<file path="config.mk">
export PLATFORM = sky130hd
export DESIGN_NAME = gloves_pos_ctl
export DESIGN_NICKNAME = d
export VERILOG_FILES = /design/src/rtl/gloves_pos_ctl.sv
export SDC_FILE = /design/constraint.sdc
export NUM_CORES = 1
export LEC_CHECK = 0
export CORE_UTILIZATION = 55
export DETAILED_ROUTE_END_ITERATION = 10
export PLACE_DENSITY = 0.79
export SLEW_MARGIN = 15
export SYNTH_ARGS = -nofsm -noshare
export SYNTH_HDL_FRONTEND = slang
export SYNTH_SLANG_ARGS = --single-unit
</file>
<file path="constraint.sdc">
create_clock -name clk -period 6.4 [get_ports clk]
set_input_delay 1.28 -clock clk [delete_from_list [all_inputs] [get_ports clk]]
set_output_delay 1.28 -clock clk [all_outputs]
set_load 0.01 [all_outputs]
</file>
<file path="src/rtl/gloves_pos_ctl.sv">
// Gloves position controller: samples the mouse once per frame at the rise of
// vertical blanking, clamps the target to the visible area and moves the
// registered gloves position toward it by at most MAX_STEP pixels per axis.
module gloves_pos_ctl #(
  parameter int unsigned H_MAX    = 1023,
  parameter int unsigned V_MAX    = 767,
  parameter int unsigned MAX_STEP = 16,
  parameter int unsigned RST_X    = 512,
  parameter int unsigned RST_Y    = 384
) (
  input  logic        clk,
  input  logic        rst,
  input  logic [11:0] mouse_xpos,
  input  logic [11:0] mouse_ypos,
  input  logic        vblnk,
  input  logic        enable,
  output logic [11:0] xpos,
  output logic [11:0] ypos,
  output logic        pos_valid
);

  typedef enum logic [1:0] {IDLE, CAPTURE, UPDATE} state_t;

  localparam logic [11:0]        H_MAX_C = 12'(H_MAX);
  localparam logic [11:0]        V_MAX_C = 12'(V_MAX);
  localparam logic [11:0]        STEP_U  = 12'(MAX_STEP);
  localparam logic signed [12:0] STEP_P  = 13'(MAX_STEP);
  localparam logic signed [12:0] STEP_N  = 13'(-int'(MAX_STEP));

  state_t             state_q, state_d;
  logic               vblnk_q, vblnk_d;
  logic [11:0]        tgt_x_q, tgt_x_d;
  logic [11:0]        tgt_y_q, tgt_y_d;
  logic signed [12:0] dx_q, dx_d;
  logic signed [12:0] dy_q, dy_d;
  logic [11:0]        xpos_q, xpos_d;
  logic [11:0]        ypos_q, ypos_d;
  logic               pos_valid_q, pos_valid_d;
  logic               vb_rise;

  // Move one axis toward its target, limited to MAX_STEP per frame.
  function automatic logic [11:0] step_axis(input logic [11:0]        cur,
                                            input logic [11:0]        tgt,
                                            input logic signed [12:0] d);
    if (d > STEP_P)      return cur + STEP_U;
    else if (d < STEP_N) return cur - STEP_U;
    else                 return tgt;
  endfunction

  assign vb_rise = vblnk & ~vblnk_q;

  // Next-state and datapath: capture targets, form differences, apply step.
  always_comb begin
    state_d     = state_q;
    vblnk_d     = vblnk;
    tgt_x_d     = tgt_x_q;
    tgt_y_d     = tgt_y_q;
    dx_d        = dx_q;
    dy_d        = dy_q;
    xpos_d      = xpos_q;
    ypos_d      = ypos_q;
    pos_valid_d = 1'b0;
    case (state_q)
      IDLE: begin
        if (vb_rise && enable) begin
          state_d = CAPTURE;
          tgt_x_d = (mouse_xpos > H_MAX_C) ? H_MAX_C : mouse_xpos;
          tgt_y_d = (mouse_ypos > V_MAX_C) ? V_MAX_C : mouse_ypos;
        end
      end
      CAPTURE: begin
        dx_d    = $signed({1'b0, tgt_x_q} - {1'b0, xpos_q});
        dy_d    = $signed({1'b0, tgt_y_q} - {1'b0, ypos_q});
        state_d = UPDATE;
      end
      UPDATE: begin
        xpos_d      = step_axis(xpos_q, tgt_x_q, dx_q);
        ypos_d      = step_axis(ypos_q, tgt_y_q, dy_q);
        pos_valid_d = 1'b1;
        state_d     = IDLE;
      end
      default: state_d = IDLE;
    endcase
  end

  // State and output registers; vblnk_q resets high so a blanking interval
  // already in progress at reset release is not mistaken for a new frame.
  always_ff @(posedge clk or negedge rst) begin
    if (!rst) begin
      state_q     <= IDLE;
      vblnk_q     <= 1'b1;
      tgt_x_q     <= 12'(RST_X);
      tgt_y_q     <= 12'(RST_Y);
      dx_q        <= '0;
      dy_q        <= '0;
      xpos_q      <= 12'(RST_X);
      ypos_q      <= 12'(RST_Y);
      pos_valid_q <= 1'b0;
    end else begin
      state_q     <= state_d;
      vblnk_q     <= vblnk_d;
      tgt_x_q     <= tgt_x_d;
      tgt_y_q     <= tgt_y_d;
      dx_q        <= dx_d;
      dy_q        <= dy_d;
      xpos_q      <= xpos_d;
      ypos_q      <= ypos_d;
      pos_valid_q <= pos_valid_d;
    end
  end

  assign xpos      = xpos_q;
  assign ypos      = ypos_q;
  assign pos_valid = pos_valid_q;

endmodule

</file>
==> summary.md <==
The time the final worst path needs with I/O delays and setup was 2.800 ns. The placement row count is 32, and the growth of design area from synthesis to finish is 18.09%. The total stage count of the critical path came out at 1.

Measured along the x axis, the die boundary spans 93.31 um. The worst reg2reg path depth came out at 5. Sequential cells were found to cover 42.76% of the synthesized design area. The worst-case clock skew was 0.01009 ns.

The clock root buffer master is sky130_fd_sc_hd__clkbuf_8. For the worst setup path, the data required time is 5.12 ns. Post-synthesis register bit count: 78. The floorplan step defined a die boundary enclosing 8707 um2. In the layout the commonest cells are 71 x sky130_fd_sc_hd__dfrtp_1, 54 x sky130_fd_sc_hd__o21ai_0, 52 x sky130_fd_sc_hd__nand2_1.

The maximum number of pins on one net before global-route repair was 79. The number of violations reported at the end of detailed-routing iteration 0 is 326, and the number of buffers added to fix hold violations after cts is 0. In this run the power density over the cells is 479.1 nW/um2. The run gives 2 as the number of buffers on the longest clock path. The number of top-level pins was 53; the fraction of post-synthesis cell area in the top cell type by area was 38.74%. The initial antenna violation count came out at 0. The run finished with clean final reports. Timing would allow up to 357.1 MHz. The number of buffer and inverter stages on the critical path works out to 1. After layout, the worst path uses 43.75% of the clock period.

Most common library cell in the layout ignoring fill and taps: sky130_fd_sc_hd__dfrtp_1. The first global-routing pass estimated 17.17 mm of wire. The tools report the number of endpoints with negative hold slack in the final report as 0. Top cell type by total area after synthesis: sky130_fd_sc_hd__dfrtp_1.

In the post-synthesis netlist, the biggest area contributors are sky130_fd_sc_hd__dfrtp_1 39%, sky130_fd_sc_hd__ha_1 7.6%, sky130_fd_sc_hd__o21ai_0 5.9%. The slew at the pin closest to its max-slew limit works out to 0.9676 ns. The remaining routing DRC violations was 0; the per-cell routed wire length was 15.50 um.

The clock tree synthesis step divided the H-tree into 3 levels. The height of the chip is 93.31 um. The number of buffers added by the clock tree synthesis step is 9. TritonCTS built the clock tree. The worst hold path passes through 2 cells. The run gives 0 as the number of endpoints failing setup at the final stage. Summed over all cells, the static leakage comes to 0.002275 uW. Wires add up to 10.25 mm. The signal arrival time at the worst endpoint is 1.52 ns. Mean number of vias per cell: 5.970.

The largest individual stage delay along the critical path comes from the cell sky130_fd_sc_hd__dfstp_2. The classification of the worst setup path was flop to primary output. In this run, post-CTS repair resized a total of 0 instances. The fill cell total of the finished layout was 614; the via count of the first global-routing pass was 3,494. Summed over all nets, the half-perimeter wirelength after detailed placement is 7.374 mm. The synthesized netlist occupies a cell area of 4586 um2. The tools report the number of warnings reported in the yosys synthesis log as 0.

The routed via count was 3,946; the number of sinks handled by clock tree synthesis was 78. The class of the tightest hold or removal check was flop to flop. The logs give 0 for the number of pins with negative max-slew slack in the final report and 0 for the total congestion overflow. The count of buffers added on input and output ports is 52. The area of the core is 7888 um2, and the fraction of final layout cells sized beyond drive strength 1 is 8.229%. After synthesis, the share of flip-flops with an asynchronous set or reset is 100.0%.

On the final layout, the worst hold slack is 0.5102 ns. The mean area per synthesized cell was 9.080 um2; the remaining antenna violation count after routing was 0. Measured against its own limit, the worst slew margin works out to 35.49%. The number of maximum-capacitance constraint violations came out at 0.

The worst setup path is captured at a primary output. Global routing consumed, over all layers together, 25.18% of the routing resources. The tools report the kind of start point of the critical path as a flop. Summing all multi-input logic gate instances after layout gives 2446 um2.

The biggest cell delay along the critical path was 0.61 ns. Setup repair after global routing left no endpoint under its margin. After clock tree synthesis, the clock-pin slew on the worst setup and hold paths is 0.09 ns. Broken down by cell family, the worst path's largest delay share belongs to flip-flops.

For the worst-skew pair, the clock arrives at the later sink with an insertion delay of 0.36 ns. The initial core utilization is 58.14%, and the number of cells produced by synthesis is 505. The logs give 0 for the number of buffers inserted by post-CTS setup repair and 0 ns for the summed negative setup slack over all endpoints. In this run, distinct cell masters in the synthesized netlist total 60. For this run, the post-layout net count is 612. The signal on the critical path passes through clkdlybuf4s50_1.

Summing all flip-flop and latch instances after layout gives 1961 um2. The placer congestion estimate was 0.9148. The number of enable flip-flop cells after synthesis is 0. Among all flip-flop cells after synthesis, the most frequent one is sky130_fd_sc_hd__dfrtp_1. The first detailed-routing pass ran for 5 iterations. The worst voltage drop across the vdd grid is 0.2267 mV, and the number of antenna repair diodes is 0. The highest net fanout along the worst path is 7, and the total nets after synthesis is 563.
-- flip-flops by register name (all words and copies together), names as in the netlist --
signal	count
dx_q	13
dy_q	13
pos_valid	1
state_q	2
tgt_x_q	12
tgt_y_q	12
vblnk_q	1
xpos	12
ypos	12
-- synthesized netlist by cell type (all sizes together), types with 4 or more instances --
library cell / instances
dfrtp: 71
o21ai: 55
nand2: 53
nor2: 38
a21oi: 36
inv: 33
ha: 28
nand3: 17
clkbuf: 12
nor3: 12
xnor2: 12
a31oi: 10
o21a: 10
o22a: 9
a211oi: 7
dfstp: 7
nor2b: 7
o22ai: 7
o31ai: 7
nand2b: 6
nand4: 6
a21o: 5
buf: 4
nor4: 4
o211ai: 4
or3: 4
-- cells by family (layout without fill, tap and decap cells) --
| family | after synthesis | after routing | share of synthesized area (%) |
|---|---|---|---|
| multiplexers | 2 | 2 | 0.4911 |
| AND/OR/NAND/NOR | 153 | 153 | 15.80 |
| buffers and inverters | 49 | 103 | 4.093 |
| adder cells (fa/ha/maj) | 30 | 30 | 8.513 |
| flip-flops | 78 | 78 | 42.76 |
| AO/OA/AOI/OAI | 178 | 178 | 25.48 |
| XOR/XNOR | 15 | 15 | 2.865 |
-- metrics by stage --
stage / cell area (um2) / cells / util [%] / total power (uW) / setup slack, ns
floorplan: 4586 / 505 / - / 1747 / 3.995
global placement: 5191 / 645 / 65.82 / 2126 / 3.393
detailed placement: 5191 / 645 / 65.82 / 2166 / 3.300
CTS: 5415 / 661 / 68.65 / 2593 / 3.598
global route: 5415 / 661 / 68.65 / 2800 / 3.566
finish: 5415 / 661 / 68.65 / 2595 / 3.600
-- report_power, final --
part           internal (uW)  switching, uW
Sequential               669            179
Clock                    231            187
Combinational            603            725
Total                   1500           1090
-- worst paths after layout --
check,startpoint,endpoint,slack [ns]
worst max-delay path,xpos[9]$_DFFE_PN1P_,xpos[9],3.60
worst min-delay path,dy_q[3]$_DFFE_PN0N_,dy_q[3]$_DFFE_PN0N_,0.51
worst max register to register,state_q[0]$_DFFE_PN0P_,xpos[7]$_DFFE_PN0P_,3.90
worst min register to register,dy_q[3]$_DFFE_PN0N_,dy_q[3]$_DFFE_PN0N_,0.51
max in group asynchronous,rst,xpos[5]$_DFFE_PN0P_,4.70
min in group asynchronous,rst,ypos[0]$_DFFE_PN0P_,1.07
-- area by class of cell --
| type | count | share of cell area (%) |
|---|---|---|
| timing repair buffer | 54 | 9.843 |
| tap | 102 | 2.357 |
| clock inverter | 5 | 1.525 |
| clock buffer | 11 | 2.611 |
| sequential | 78 | 36.21 |
| multi-input combinational | 378 | 45.17 |
| inverter | 33 | 2.287 |
-- per-layer routing --
metal / wire (um) / up-vias / track usage, %
li1: - / 1927 / -
met1: 5118 / 1879 / 39.01
met2: 4369 / 131 / 35.54
met3: 632 / 9 / 4.228
met4: 124 / 0 / 7.949
met5: 0 / - / 0
(Power assumes the default switching activity.)
